$ cat src/rtl/pipe_pkg.sv
// Shared pipeline definitions: special encodings, fetch-buffer entry type and
// PC helpers used by the instruction-fetch stage.
package pipe_pkg;

  localparam logic [31:0] NOP_INS    = 32'hdc00_0000;
  localparam logic [5:0]  OP_HALT    = 6'b111111;
  localparam logic [1:0]  STOP_NONE  = 2'b00;
  localparam logic [1:0]  STOP_JUMP  = 2'b11;
  localparam logic [31:0] WORD_BYTES = 32'd4;

  typedef enum logic [1:0] {
    FETCH = 2'd0,
    WAIT  = 2'd1,
    HALT  = 2'd2
  } if_state_t;

  typedef struct packed {
    logic [31:0] pc;
    logic [31:0] ins;
  } fetch_entry_t;

  function automatic logic [31:0] next_pc(input logic [31:0] pc);
    return pc + WORD_BYTES;
  endfunction

  function automatic logic [31:0] align_pc(input logic [31:0] pc);
    return pc & 32'hffff_fffc;
  endfunction

endpackage

$ cat src/rtl/if_fifo.sv
// Small synchronous FIFO of {pc, ins} fetch entries with flush; flush wins
// over push/pop, and push into a full FIFO is accepted when a pop frees a slot.
module if_fifo
  import pipe_pkg::*;
#(
  parameter  int DEPTH = 2,
  localparam int PTR_W = (DEPTH > 1) ? $clog2(DEPTH) : 1,
  localparam int CNT_W = $clog2(DEPTH + 1)
) (
  input  logic             clk,
  input  logic             rstd,
  input  logic             flush,
  input  logic             push,
  input  fetch_entry_t     push_data,
  input  logic             pop,
  output fetch_entry_t     head,
  output logic [CNT_W-1:0] count,
  output logic             empty,
  output logic             full
);

  fetch_entry_t     mem_r [DEPTH];
  logic [PTR_W-1:0] wr_ptr_r;
  logic [PTR_W-1:0] rd_ptr_r;
  logic [CNT_W-1:0] count_r;
  logic             push_s;
  logic             pop_s;

  assign empty = (count_r == CNT_W'(0));
  assign full  = (count_r == CNT_W'(DEPTH));
  assign count = count_r;
  assign head  = mem_r[rd_ptr_r];

  // Qualify requests against occupancy
  always_comb begin
    pop_s  = pop && !empty && !flush;
    push_s = push && !flush && (!full || pop_s);
  end

  // Entry storage
  always_ff @(posedge clk or negedge rstd) begin
    if (!rstd) begin
      for (int i = 0; i < DEPTH; i++) begin
        mem_r[i] <= '0;
      end
    end else if (push_s) begin
      mem_r[wr_ptr_r] <= push_data;
    end
  end

  // Pointers and occupancy count
  always_ff @(posedge clk or negedge rstd) begin
    if (!rstd) begin
      wr_ptr_r <= PTR_W'(0);
      rd_ptr_r <= PTR_W'(0);
      count_r  <= CNT_W'(0);
    end else if (flush) begin
      wr_ptr_r <= PTR_W'(0);
      rd_ptr_r <= PTR_W'(0);
      count_r  <= CNT_W'(0);
    end else begin
      if (push_s) wr_ptr_r <= wr_ptr_r + PTR_W'(1);
      if (pop_s)  rd_ptr_r <= rd_ptr_r + PTR_W'(1);
      case ({push_s, pop_s})
        2'b10:   count_r <= count_r + CNT_W'(1);
        2'b01:   count_r <= count_r - CNT_W'(1);
        default: count_r <= count_r;
      endcase
    end
  end

endmodule

$ cat src/rtl/if_stage.sv
// Instruction-fetch stage: PC generation, single-outstanding req/ack fetch,
// instruction buffering and {pc, ins} presentation to the F/D register.
module if_stage
  import pipe_pkg::*;
#(
  parameter logic [31:0] RESET_PC   = 32'h0000_0000,
  parameter int          FIFO_DEPTH = 2
) (
  input  logic        clk,
  input  logic        rstd,
  input  logic [1:0]  stop_d,
  input  logic [5:0]  op_d,
  input  logic        redirect_valid,
  input  logic [31:0] redirect_pc,
  output logic        imem_req,
  output logic [31:0] imem_addr,
  input  logic        imem_ack,
  input  logic [31:0] imem_rdata,
  output logic [31:0] pc_out,
  output logic [31:0] ins_out,
  output logic        halted
);

  localparam int CNT_W = $clog2(FIFO_DEPTH + 1);

  if_state_t        state_r, state_s;
  logic [31:0]      fetch_pc_r, fetch_pc_s;
  logic [31:0]      addr_r;
  logic [31:0]      last_pc_r;
  logic             drop_r, drop_s;
  logic             halted_r;

  logic             halt_any_s;
  logic             ack_s;
  logic             can_issue_s;
  logic             push_s;
  logic             pop_s;
  logic             flush_s;
  logic [CNT_W:0]   occ_s;
  fetch_entry_t     push_data_s;
  fetch_entry_t     head_s;
  logic [CNT_W-1:0] fifo_count_s;
  logic             fifo_empty_s;
  logic             fifo_full_s;

  if_fifo #(.DEPTH(FIFO_DEPTH)) u_fifo (
    .clk       (clk),
    .rstd      (rstd),
    .flush     (flush_s),
    .push      (push_s),
    .push_data (push_data_s),
    .pop       (pop_s),
    .head      (head_s),
    .count     (fifo_count_s),
    .empty     (fifo_empty_s),
    .full      (fifo_full_s)
  );

  // Handshake qualification and FIFO control; halt dominates redirect, redirect dominates stall
  always_comb begin
    halt_any_s  = (op_d == OP_HALT) || halted_r;
    ack_s       = (state_r == WAIT) && imem_ack;
    occ_s       = {1'b0, fifo_count_s} + {{CNT_W{1'b0}}, (state_r == WAIT)};
    can_issue_s = (state_r == FETCH) && !halt_any_s && !redirect_valid && !fifo_full_s
                  && (occ_s < (CNT_W+1)'(FIFO_DEPTH));
    push_s      = ack_s && !drop_r && !redirect_valid && !halt_any_s;
    pop_s       = !fifo_empty_s && (stop_d == STOP_NONE) && !redirect_valid && !halt_any_s;
    flush_s     = halt_any_s || redirect_valid;
    push_data_s = '{pc: fetch_pc_r, ins: imem_rdata};
  end

  // Next-state, fetch PC and drop-flag logic
  always_comb begin
    state_s    = state_r;
    fetch_pc_s = fetch_pc_r;
    drop_s     = drop_r;
    case (state_r)
      FETCH: begin
        if (halt_any_s)       state_s = HALT;
        else if (can_issue_s) state_s = WAIT;
        else                  state_s = FETCH;
      end
      WAIT: begin
        if (ack_s) state_s = halt_any_s ? HALT : FETCH;
        else       state_s = WAIT;
      end
      HALT:    state_s = HALT;
      default: state_s = FETCH;
    endcase
    if (halt_any_s) begin
      fetch_pc_s = fetch_pc_r;
      drop_s     = drop_r;
    end else if (redirect_valid) begin
      fetch_pc_s = align_pc(redirect_pc);
      // an in-flight request not completing now belongs to the old path
      drop_s     = (state_r == WAIT) && !imem_ack;
    end else if (push_s) begin
      fetch_pc_s = next_pc(fetch_pc_r);
      drop_s     = drop_r;
    end else if (ack_s) begin
      fetch_pc_s = fetch_pc_r;
      drop_s     = 1'b0;
    end else begin
      fetch_pc_s = fetch_pc_r;
      drop_s     = drop_r;
    end
  end

  // State registers
  always_ff @(posedge clk or negedge rstd) begin
    if (!rstd) begin
      state_r    <= FETCH;
      fetch_pc_r <= RESET_PC;
      addr_r     <= RESET_PC;
      last_pc_r  <= RESET_PC;
      drop_r     <= 1'b0;
      halted_r   <= 1'b0;
    end else begin
      state_r    <= state_s;
      fetch_pc_r <= fetch_pc_s;
      drop_r     <= drop_s;
      halted_r   <= halt_any_s;
      if (can_issue_s)   addr_r    <= fetch_pc_r;
      if (!fifo_empty_s) last_pc_r <= head_s.pc;
    end
  end

  assign imem_req  = (state_r == WAIT);
  assign imem_addr = addr_r;
  assign halted    = halted_r;
  assign pc_out    = fifo_empty_s ? last_pc_r : head_s.pc;
  assign ins_out   = (fifo_empty_s || halted_r) ? NOP_INS : head_s.ins;

endmodule
$ cat config.mk
export PLATFORM = sky130hd
export DESIGN_NAME = if_stage
export DESIGN_NICKNAME = d
export VERILOG_FILES = /design/src/rtl/pipe_pkg.sv /design/src/rtl/if_fifo.sv /design/src/rtl/if_stage.sv
export SDC_FILE = /design/constraint.sdc
export NUM_CORES = 1
export LEC_CHECK = 0
export BUFFER_PORTS_ARGS = -buffer_cell sky130_fd_sc_hd__buf_4
export CAP_MARGIN = 20
export CORE_ASPECT_RATIO = 1.5
export CORE_MARGIN = 5
export CORE_UTILIZATION = 34
export CTS_BUF_LIST = sky130_fd_sc_hd__clkbuf_4
export DETAILED_ROUTE_END_ITERATION = 12
export PLACE_DENSITY_LB_ADDON = 0.3
export REMOVE_ABC_BUFFERS = 1
export SKIP_CTS_REPAIR_TIMING = 1
export SKIP_LAST_GASP = 1
export SLEW_MARGIN = 10
export SYNTH_ARGS = -nofsm -noshare
export SYNTH_HDL_FRONTEND = slang
export SYNTH_SLANG_ARGS = --single-unit
$ cat constraint.sdc
create_clock -name clk -period 4.33 [get_ports clk]
set_input_delay 0.2165 -clock clk [delete_from_list [all_inputs] [get_ports clk]]
set_output_delay 0.2165 -clock clk [all_outputs]
set_load 0.1 [all_outputs]
### Word level (Yosys, flattened, before mapping)

Cells that the tools add are included.

| word-level totals | value |
|---|---|
| bits in registers | 232 |
| input port bits | 76 |
| output and inout port bits | 98 |
| logic and storage cells | 95 |

| operators by class | value |
|---|---|
| $add $sub $neg | 6 |
| magnitude comparators | 4 |
| equality and inequality tests | 7 |
| muxes and demuxes | 24 |
| bitwise logic cells | 3 |
| reductions and logical operators | 38 |

Operators by type and width:

| kind | number |
|---|---|
| $mux 64 | 4 |
| $bwmux 128 | 1 |
| $mux 32 | 4 |
| $demux 64 s1 | 1 |
| $add 32x3->32 const B | 1 |
| $logic_and 1x1->1 | 17 |
| $mux 1 | 8 |
| $mux 2 | 4 |
| $reduce_bool 2->1 | 4 |
| $logic_not 1->1 | 7 |
| $eq 2x2->1 const B | 3 |
| $eq 6x6->1 const B | 1 |
| $logic_not 2->1 | 3 |
| $pmux 2 s3 | 1 |
| $eq 2x1->1 const B | 2 |
| $ge 2x2->1 const B | 2 |
| $logic_or 1x1->1 | 4 |
| $not 1->2 | 2 |
| $pmux 2 s2 | 1 |
| $add 2x1->3 | 1 |
| $lt 3x2->1 const B | 1 |
| $reduce_and 3->1 | 1 |
| $reduce_bool 3->1 | 1 |
| $add 1x1->1 const B | 2 |
| 6 further kinds | 6 |

### Logic depth before layout (Yosys ltp)

Gate-level depths: netlist of run 1.

| logic depth | value |
|---|---|
| depth after elaboration | 12 |
| gate-level depth with buffers | 8 |
| depth with buffers taken out | 6 |

### By module

Synthesis of run 1 repeated with hierarchy kept, for this count alone.

| unflattened totals | value |
|---|---|
| cell total of the unflattened synthesis | 806 |
| area, all modules | 10709.0 µm² |

By module, submodules not included:

| module | times used | cells each | area each (µm²) | seq. area each (µm²) |
|---|---|---|---|---|
| if_fifo | 1 | 367 | 5931.9 | 3303.2 |
| if_stage | 1 | 439 | 4777.1 | 2402.3 |

### Least setup slack after synthesis of run 1

No wires, ideal clock.

| timing | value |
|---|---|
| kind | reg-to-reg |
| start | reg u_fifo.rd_ptr_r |
| end | reg last_pc_r[10] |
| library setup time | 0.353 ns |
| data arrival time | 3.368 ns |
| required time | 3.977 ns |
| path slack | 0.609 ns |
| stages on the path, launching flop included | 5 |
| buffers on the path | 2 |
| period minus slack after synthesis | 3.721 ns |
| cells stage by stage | dfrtp_1 -> clkbuf_1 -> buf_1 -> mux2i_1 -> o21ai_0 |

| between the ends | value |
|---|---|
| cells in the longest elaborated chain, start to end | 5 |

Ends and longest elaborated chain:

| item | line | RTL |
|---|---|---|
| from (decl) | if_fifo.sv:24 | `logic [PTR_W-1:0] rd_ptr_r;` |
| from (signal assigned) | if_fifo.sv:63 | `if (pop_s) rd_ptr_r <= rd_ptr_r + PTR_W'(1);` |
| $not 1->2 (not written as such) | if_fifo.sv:32 | `assign head = mem_r[rd_ptr_r];` |
| $mux 64 (not written as such) (3 in series) | if_fifo.sv:32 |  |
| $mux 32 | -- |  |
| named net pc_out[10] | if_stage.sv:19 | `output logic [31:0] pc_out,` |
| to (signal assigned) | if_stage.sv:124 | `if (!fifo_empty_s) last_pc_r <= head_s.pc;` |
| to (decl) | if_stage.sv:29 | `logic [31:0] last_pc_r;` |

The timed path passes the listed nets, and every way through them passes these cells. The select of a mux whose other input is x is not followed.
A chain may end at the register's enable or synchronous reset.

### Worst setup path in the final report of run 1

| timing | value |
|---|---|
| start | reg u_fifo.count_r[1] (netlist: u_fifo.count[1]) |
| end | out pc_out[24] |

| between the ends | value |
|---|---|
| cells in the longest elaborated chain, start to end | 2 |

Ends and longest elaborated chain:

| item | line | RTL |
|---|---|---|
| from (decl) | if_fifo.sv:25 | `logic [CNT_W-1:0] count_r;` |
| from (signal assigned) | if_fifo.sv:65 | `2'b10: count_r <= count_r + CNT_W'(1);` |
| from (signal assigned) | if_fifo.sv:66 | `2'b01: count_r <= count_r - CNT_W'(1);` |
| from (signal assigned) | if_fifo.sv:67 | `default: count_r <= count_r;` |
| $logic_not 2->1 | if_fifo.sv:29 | `assign empty = (count_r == CNT_W'(0));` |
| $mux 32 | if_stage.sv:131 | `assign pc_out = fifo_empty_s ? last_pc_r : head_s.pc;` |
| to (decl) | if_stage.sv:19 |  |

No other way between the ends.

==> results of run 1 <==
critical path: cells and delay by family, from the launching register on:
family / cells / cell delay (ns)
compound gates: 1 / 0.14
buf+inv: 2 / 0.79
flops: 1 / 0.50
simple gates: 2 / 0.81
cells by family (layout without fill, tap and decap cells):
| kind of cell | count (synthesis) | in the layout |
|---|---|---|
| mux | 228 | 228 |
| buf+inv | 63 | 352 |
| flops | 224 | 224 |
| fa+ha+maj | 1 | 1 |
| xor+xnor | 2 | 2 |
| simple gates | 180 | 180 |
| compound gates | 116 | 116 |
| other cells | 1 | 3 |
flip-flops by register name, indices dropped and copies added (netlist names):
register	flops
u_fifo.mem_r	124
last_pc_r	32
fetch_pc_r	30
imem_addr	30
state_r	2
u_fifo.count	2
drop_r	1
halted	1
u_fifo.rd_ptr_r	1
u_fifo.wr_ptr_r	1
how the worst max path moves through the flow:
stage | to
floorplan | last_pc_r[10]
global placement | u_fifo.mem_r[78]
detailed placement | u_fifo.mem_r[102]
CTS | pc_out[24]
global route | pc_out[24]
finish | pc_out[24]
cell usage in the layout (no fill, tap or decap), types with 4 or more instances in the layout:
| master | n |
|---|---|
| and3_1 | 5 |
| clkbuf_4 | 76 |
| mux2_1 | 6 |
| nand2_1 | 63 |
| nand3_1 | 16 |
| o21ai_0 | 46 |
| dlygate4sd3_1 | 77 |
| dfrtp_1 | 223 |
| nand4_1 | 13 |
| a22oi_1 | 4 |
| inv_1 | 6 |
| clkinv_1 | 11 |
| a21oi_1 | 21 |
| a41oi_1 | 4 |
| buf_4 | 177 |
| and2_1 | 5 |
| o22ai_1 | 15 |
| nor3_1 | 11 |
| nor2_1 | 43 |
| mux2_2 | 149 |
| mux2i_1 | 73 |
final cells by class:
cell class                      count  area, µm²
Antenna cell                        1      2.502
Clock inverter                     12      46.29
Tap cell                          395      494.2
Inverter                            7      26.28
Fill cell                        2807      16290
Multi-Input combinational cell    529       4188
Timing Repair Buffer              257       2162
Clock buffer                       76      570.5
Sequential cell                   224       5609
power groups by stage:
| stage | combinational, mW | sequential (mW) | clock (mW) |
|---|---|---|---|
| 4_1_cts | 3.34 | 3.21 | 1.71 |
| 5_1_grt | 3.57 | 3.30 | 1.82 |
| 6_report | 3.38 | 3.20 | 1.61 |
| 3_5_place_dp | 3.33 | 3.25 | 0 |
| 3_3_place_gp | 3.30 | 3.22 | 0 |
| 2_1_floorplan | 1.58 | 4.15 | 0 |
per-layer routing:
| metal | up-vias | share of wire (%) |
|---|---|---|
| li1 | 3477 | - |
| met1 | 3676 | 41 |
| met2 | 147 | 53 |
| met3 | 32 | 3.8 |
| met4 | 0 | 1.9 |
| met5 | - | 0 |
stage by stage:
stage / power, mW / instance area, µm² / TNS (ns) / setup WS (ns) / hold WS [ns]
global placement: 6.518 / 11680 / 0 / 1.608 / 0.3441
detailed placement: 6.577 / 11680 / 0 / 1.586 / 0.3477
finish: 8.196 / 13100 / 0 / 1.173 / 0.04881
floorplan: 5.727 / 9796 / -28.98 / -0.5518 / -0.07909
global route: 8.686 / 13100 / 0 / 0.8285 / 0.03347
CTS: 8.247 / 12300 / 0 / 0.9867 / -0.4435
==> impl_metrics.yaml, run 1 <==
worst_setup_path:
  cp-end-kind: "output pin"
  crit_start: "u_fifo.count[1]"
  start_kind: "flip-flop"
  worst_r2r_endpoint: "fetch_pc_r[15]"
  slowest_delay_ns: 0.73
  crit_slowest_cell: "nor2_4"
  critPathKind: "flip-flop to output pin"
  path_max_fanout: 37
  reg2regPathDepth: 6
  path_cells: "nor2_4 > buf_4 > nand2_1 > o21ai_0 > buf_4"
  arrival_ns: 2.94
  reg2reg_from: "fetch_pc_r[8]"
  required_ns: 4.11
  rrSetupSlack_ns: 1.46
  cp_common_cell: "buf_4"
cts:
  cts_made_buffers: 56
  worstSkewPairLatency_ns: 0.69
  path_clk_slew_ns: 0.06
  htree_levels: 2
  cts.sinks: 224
  cts-root-buf: "clkbuf_4"
  cts_tree: "done"
  clk_path_buf_depth: 3
grt:
  first_global_vias: 7430
  grt_max_degree: 109
  grt_most_used_layer: "met2"
  grt_pass1_wl_mm: 40.82
  grt_use_met3_pct: 3.275
  grt_util_met1_pct: 18.49
  grt_use_total_pct: 15.44
  gr-usage-met2_pct: 27.40
  grt-ovfl-total: 0
  antenna_found_initial: 1
detailed_routing:
  first_pass_iters: 4
  via_count: 7332
  ant_nets: 0
  wirelength_mm: 25.99
  avgRoutedWirePerCell_um: 17.31
  viasPerCell: 4.885
  drc_errors: 0
  drt_iter0_drc: 288
final_layout:
  final_util_pct: 44.58
  nNetsFinal: 1152
  syn_to_final_growth_pct: 29.90
  final_cells: 1501
  drive_gt1_share_pct: 38.55
timing:
  period_needed_ns: 3.157
  tightest_slew_ns: 1.030
  setup_viol: 0
  finalHoldViolCount: 0
  slew_headroom_pct: 31.32
  fmax_mhz: 316.8
  finClkSkew_ns: 0.04449
  fin_crit_sh_pct: 72.90
  drv_slew: 0
  rsz0062_at_grt: "no"
floorplan:
  die_y_um: 220.9
  core_area_um2: 29380
  io_pins: 174
  dieArea_um2: 33270
  dieWidth_um: 150.6
  initial_utilization_pct: 34.32
  rows: 77
run_status:
  status: "complete, no violations"
hold_path:
  min_to: "fetch_pc_r[3]"
  worstHoldPathCells: 3
  hold_class: "primary input to flip-flop"
  holdCritStartpoint: "redirect_valid"
synth:
  synth_top_family_by_area: "multiplexers"
  synth_edf_count: 0
  yosys.area_share.xor_xnor_pct: 0.1737
  ys_warn_count: 0
  syn_inst: 815
  netlist.area_leader.share_pct: 55.59
  ys_types: 57
  ys_async_sr_fraction_pct: 100.0
  synth_ff_type: "dfrtp_1"
  muxShareOfSynthArea_pct: 24.56
  synth_area_leaders: "dfrtp_1 56%, mux2_2 17%, mux2i_1 7.2%"
  syn_area_per_cell_um2: 12.37
  syn_area_um2: 10080
  synth-seq-cells: 224
  synth_top_area_cell: "dfrtp_1"
  post-synth-top-count-cell: "dfrtp_1"
  synth-adder-area-share_pct: 0.1241
  synth_compound_area_share_pct: 7.172
  ys_seq_area_share_pct: 55.59
  synth.top_cells.by_count: "224 x dfrtp_1, 149 x mux2_2, 73 x mux2i_1"
  synth-simple-area-share_pct: 9.195
pwr:
  ir_drop_uv: 430.8
  power.internal_mw: 4.524
  switching_share_pct: 44.80
  power_frac_comb_pct: 41.3
  p_leak_nw: 5.990
  p_per_area_nw_per_um2: 625.7
  pwr-share-seq_pct: 39.1
  clkPwrFrac_pct: 19.7
  p_sw_mw: 3.672
placement:
  gp_congestion: 0.7555
  hpwl_mm: 16.22
  port_buffers: 169
  dp.cells: 1334
job:
  drv_cap: 0
Note: power is estimated with default switching activity, not from simulation.
==> inputs of run 2 (changes only) <==
Settings changed: ABC_AREA from default to 1.
Clock period 4.33 ns to 3.05 ns, I/O delays scaled along.
==> impl_metrics.yaml, run 2 <==
synth:
  synth_edf_count: 0
  ys_types: 38
  ys_async_sr_fraction_pct: 100.0
  synth-seq-cells: 224
  syn_inst: 1286
  netlist.area_leader.share_pct: 53.36
  ys_warn_count: 0
  synth.top_cells.by_count: "380 x nand2_1, 224 x dfrtp_1, 149 x inv_1"
  syn_area_per_cell_um2: 8.169
  ys_seq_area_share_pct: 53.36
  post-synth-top-count-cell: "nand2_1"
  synth_area_leaders: "dfrtp_1 53%, nand2_1 14%, o21ai_1 6.0%"
  synth_ff_type: "dfrtp_1"
  syn_area_um2: 10510
  synth_top_area_cell: "dfrtp_1"
floorplan:
  dieArea_um2: 34590
  core_area_um2: 30350
  dieWidth_um: 153.5
  initial_utilization_pct: 34.61
  rows: 78
  io_pins: 174
  die_y_um: 225.3
placement:
  port_buffers: 169
  gp_congestion: 0.8897
  hpwl_mm: 19.32
  dp.cells: 1803
  place_area_um2: 12080
final_layout:
  reg_top3: "u_fifo.mem_r (124), last_pc_r (32)"
  layout_commonest_cell: "nand2_1"
  fin_area_um2: 13590
  nNetsFinal: 1619
  mostFrequentLayoutCells: "380 x nand2_1, 223 x dfrtp_1, 177 x buf_4"
  final.fill_count: 3077
  syn_to_final_growth_pct: 29.38
  regMostFlops: "u_fifo.mem_r"
  final_cells: 1982
  largest_reg_flops: 124
  drive_gt1_share_pct: 19.99
pwr:
  clkPwrFrac_pct: 41.2
  p_sw_mw: 1.468
  ir_drop_uv: 148.5
  p_leak_nw: 6.705
  p_per_area_nw_per_um2: 430.1
  switching_share_pct: 25.12
  power_frac_comb_pct: 7.0
  pwr-share-seq_pct: 51.8
  power.internal_mw: 4.377
hold_path:
  hold_class: "primary input to flip-flop"
  holdCritStartpoint: "redirect_valid"
detailed_routing:
  ant_nets: 0
  avgRoutedWirePerCell_um: 15.03
  viasPerCell: 4.623
  via_count: 9162
  drt_iter0_drc: 508
  wirelength_mm: 29.79
  drc_errors: 0
  first_pass_iters: 4
worst_setup_path:
  required_ns: 2.90
  arrival_ns: 2.67
  crit_start: "u_fifo.rd_ptr_r"
  critPathKind: "flip-flop to output pin"
  cp-end-kind: "output pin"
  rrSetupSlack_ns: 0.72
  worst_r2r_endpoint: "fetch_pc_r[12]"
  reg2reg_from: "fetch_pc_r[2]"
  start_kind: "flip-flop"
  reg2regPathDepth: 7
  endpoint: "ins_out[7]"
  path_max_fanout: 47
grt:
  antenna_found_initial: 1
  grt_max_degree: 102
  grt_pass1_wl_mm: 46.73
  grt_use_total_pct: 16.47
  first_global_vias: 9016
  grt-ovfl-total: 0
cts:
  cts-root-buf: "clkbuf_4"
  cts_tree: "done"
  htree_levels: 2
  cts.sinks: 224
  cts_made_buffers: 54
  worstSkewPairLatency_ns: 0.70
  path_clk_slew_ns: 0.07
  clk_path_buf_depth: 3
timing:
  drv_slew: 0
  finClkSkew_ns: 0.03529
  hold-worst-slack_ns: -0.01770
  setup_viol: 0
  tightest_slew_ns: 0.7749
  period_needed_ns: 2.826
  fin_crit_sh_pct: 92.67
  slew_headroom_pct: 48.34
  finalHoldViolCount: 2
  fmax_mhz: 353.8
  rsz0062_at_grt: "no"
run_status:
  status: "finished, violations left"
  violations: "hold timing"
job:
  drv_cap: 0
==> run 2: cell types whose count changed in the layout (fill, tap and decap cells not counted), moves of 10 or more <==
cell | previous run | this run
o21ai_0 | 46 | 121
nand2_1 | 63 | 380
nand3_1 | 16 | 46
nor3_1 | 11 | 1
inv_1 | 6 | 149
nand4_1 | 13 | 3
nor2_1 | 43 | 87
mux2i_1 | 73 | 0
a21oi_1 | 21 | 10
o22ai_1 | 15 | 2
o21ai_1 | 1 | 125
mux2_2 | 149 | 27
==> run 2: layout make-up <==
type	count	area, µm²	share of cell area (%)
antenna	1	2.502	0.01841
clock buffer	74	555.5	4.087
clock inverter	21	107.6	0.7917
inverter	153	574.3	4.225
multi-input combinational	843	3950	29.06
sequential	224	5609	41.27
tap	400	500.5	3.682
timing repair buffer	266	2292	16.86
==> run 2: worst max-delay path, stage by stage, from the launching register on <==
cell,delay [ns]
dfrtp_4,0.91
buf_16,0.34
mux2_2,0.38
nand2_1,0.06
inv_1,0.04
buf_4,0.22
==> run 2: worst min path at each step <==
stage / cells past startpoint / endpoint / slack, ns
after CTS: 1 / u_fifo.mem_r[34] / -0.53
after floorplan: 0 / drop_r / -0.14
after detailed placement: 1 / last_pc_r[5] / 0.27
final: 4 / drop_r / -0.02
after global routing: 7 / u_fifo.wr_ptr_r / 0.01
after global placement: 1 / last_pc_r[5] / 0.26
==> run 2: cells by family after synthesis <==
| logic type | after synthesis | synth area share [%] |
|---|---|---|
| AOI/OAI and AO/OA | 276 | 13.65 |
| xor gates and xnor gates | 4 | 0.3336 |
| adders and majority gates | 1 | 0.1191 |
| buffers and inverters | 220 | 9.147 |
| DFF | 224 | 53.36 |
| muxes | 27 | 2.894 |
| other | 1 | 0.03570 |
| and+or+nand+nor | 533 | 20.46 |
==> run 2: per-stage QoR <==
stage / total power, mW / util, % / worst slack [ns] / TNS [ns]
floorplan: 3.209 / - / -1.532 / -66.61
global placement: 3.414 / 39.79 / 0.7362 / 0
detailed placement: 3.418 / 39.79 / 0.7368 / 0
CTS: 5.902 / 41.98 / -0.08609 / -0.4117
global route: 6.178 / 44.78 / 0.06120 / 0
finish: 5.845 / 44.78 / 0.2237 / 0
==> run 2: power groups by stage <==
stage	clock network [mW]	logic, mW	registers (mW)
after floorplan	0	0.134	3.07
after global placement	0	0.329	3.08
after detailed placement	0	0.333	3.09
after CTS	2.54	0.334	3.03
after global routing	2.69	0.460	3.03
final	2.41	0.407	3.03
==> run 2: metal layers <==
metal / track usage [%] / vias to the layer above / routed length, µm
met4: 5.559 / 0 / 643
met5: 0 / - / 0
met3: 3.401 / 48 / 1321
li1: - / 4621 / -
met1: 19.20 / 4284 / 12160
met2: 30.04 / 209 / 15660
==> inputs of run 3 (changes only) <==
Settings changed: SYNTH_HIERARCHICAL from default to 1.
==> impl_metrics.yaml, run 3 <==
cts:
  worstSkewPairLatency_ns: 0.71
  path_clk_slew_ns: 0.07
  cts-root-buf: "clkbuf_4"
  clk_path_buf_depth: 3
  cts_tree: "done"
  cts.sinks: 228
  htree_levels: 2
  cts_made_buffers: 56
synth:
  ys_warn_count: 6
  synth_top_area_cell: "dfrtp_1"
  syn_inst: 1394
  synth-seq-cells: 228
  synth_ff_type: "dfrtp_1"
  syn_area_um2: 11140
  ys_async_sr_fraction_pct: 100.0
  syn_area_per_cell_um2: 7.993
  synth_edf_count: 0
  synth_area_leaders: "dfrtp_1 51%, nand2_1 18%, o21ai_0 5.6%"
  synth.top_cells.by_count: "533 x nand2_1, 228 x dfrtp_1, 153 x inv_1"
  post-synth-top-count-cell: "nand2_1"
  ys_seq_area_share_pct: 51.21
  netlist.area_leader.share_pct: 51.21
  ys_types: 31
grt:
  grt-ovfl-total: 0
  grt_use_total_pct: 15.96
  grt_max_degree: 120
  grt_pass1_wl_mm: 46.78
  first_global_vias: 8963
  gr-usage-met2_pct: 27.49
  grt_most_used_layer: "met2"
  grt_util_met1_pct: 18.94
  grt_use_met3_pct: 3.375
  antenna_found_initial: 1
placement:
  gp_congestion: 0.8452
  port_buffers: 169
  dp.cells: 1926
  place_area_um2: 12710
  hpwl_mm: 19.92
detailed_routing:
  wirelength_mm: 29.81
  drt_iter0_drc: 458
  via_count: 9473
  drc_errors: 0
  first_pass_iters: 5
  avgRoutedWirePerCell_um: 14.23
  viasPerCell: 4.522
  ant_nets: 0
floorplan:
  rows: 81
  dieArea_um2: 36570
  initial_utilization_pct: 34.25
  dieWidth_um: 157.8
  die_y_um: 231.7
  core_area_um2: 32530
  io_pins: 174
timing:
  setup_viol: 0
  rsz0062_at_grt: "no"
  finClkSkew_ns: 0.03908
  period_needed_ns: 2.763
  slew_headroom_pct: 43.92
  fmax_mhz: 361.9
  drv_slew: 0
  fin_crit_sh_pct: 90.60
  tightest_slew_ns: 0.8413
  finalHoldViolCount: 0
worst_setup_path:
  critPathKind: "flip-flop to output pin"
  required_ns: 2.90
  arrival_ns: 2.61
  start_kind: "flip-flop"
  cp-end-kind: "output pin"
  path_max_fanout: 33
  rrSetupSlack_ns: 0.43
pwr:
  p_total_mw: 5.731
  p_per_area_nw_per_um2: 405.6
  ir_drop_uv: 234.2
  p_leak_nw: 7.228
final_layout:
  layout_commonest_cell: "nand2_1"
  mostFrequentLayoutCells: "532 x nand2_1, 227 x dfrtp_1, 174 x buf_4"
  nNetsFinal: 1722
  reg_top3: "u_fifo/mem_r (128), last_pc_r (32)"
  final.fill_count: 3320
  largest_reg_flops: 128
  drive_gt1_share_pct: 22.57
  fin_area_um2: 14130
  syn_to_final_growth_pct: 26.83
  final_cells: 2095
  regMostFlops: "u_fifo/mem_r"
hold_path:
  hold_class: "primary input to async pin"
run_status:
  status: "complete, no violations"
job:
  drv_cap: 0
## run 3: cell count changes after synthesis, moves of 5 or more
cell	delta
nand2_1	+153
o21ai_1	-114
o21ai_2	+52
nor2_1	+12
nand3_1	-9
buf_4	+6
mux2_2	+5
## run 3: kinds of logic (layout without fill, tap and decap cells)
| logic type | after synthesis | after routing | synth area share [%] |
|---|---|---|---|
| AOI/OAI and AO/OA | 209 | 209 | 11.53 |
| buffers and inverters | 227 | 509 | 9.298 |
| xor gates and xnor gates | 2 | 2 | 0.1572 |
| muxes | 32 | 32 | 3.234 |
| adders and majority gates | 1 | 1 | 0.1123 |
| and+or+nand+nor | 694 | 694 | 24.42 |
| other | 1 | 5 | 0.03366 |
| DFF | 228 | 228 | 51.21 |
## run 3: cell type report
class / count / area (µm²) / area share (%)
diodes: 1 / 2.502 / 0.01771
clock inverters: 17 / 93.84 / 0.6641
well taps: 415 / 519.2 / 3.675
repair buffers: 259 / 2233 / 15.80
multi-input cells: 942 / 4419 / 31.27
clock buffers: 75 / 563.0 / 3.984
flip-flops and latches: 228 / 5707 / 40.38
inverters: 158 / 593.1 / 4.197
## run 3: worst max-delay path: stages, from the launching register on
cell	delay [ns]
dfrtp_1	0.43
inv_1	0.07
nand2_1	0.08
inv_1	0.09
buf_6	0.31
nor2_1	0.07
inv_1	0.06
buf_4	0.31
or2_2	0.18
buf_4	0.28
## run 3: per-stage QoR
step                hold WS, ns  TNS, ns  util (%)  setup WS, ns
floorplan               -0.1431   -75.97         -       -0.8137
global placement         0.2003        0     39.06        0.4955
detailed placement       0.1974        0     39.06        0.4234
CTS                     -0.6087        0     41.08       0.04433
global route            0.03344        0     43.44       0.07128
finish                 0.005082        0     43.44        0.2867
## run 3: worst paths after layout
kind                              startpoint           endpoint  cells after the start
hold reg to reg            u_fifo/mem_r[121]  u_fifo/mem_r[121]                      2
max in group asynchronous               rstd      last_pc_r[17]                      3
setup reg to reg                      halted  u_fifo/mem_r[112]                     10
min in group clk                     op_d[3]         state_r[1]                      7
hold / removal                          rstd       last_pc_r[7]                      2
setup / recovery             u_fifo/count[1]        ins_out[28]                      9
## run 3: metal layers
layer | part of all wire (%) | wire length, µm
met5 | 0 | 0
met4 | 4.2 | 1261
met3 | 5.0 | 1500
met2 | 51 | 15060
met1 | 40 | 11990
## run 3: report_power, final
group / internal (mW) / total [mW] / switching [mW]
sequential: 3.02 / 3.02 / 0
clock: 1.21 / 2.42 / 1.20
combinational: 0.141 / 0.291 / 0.150
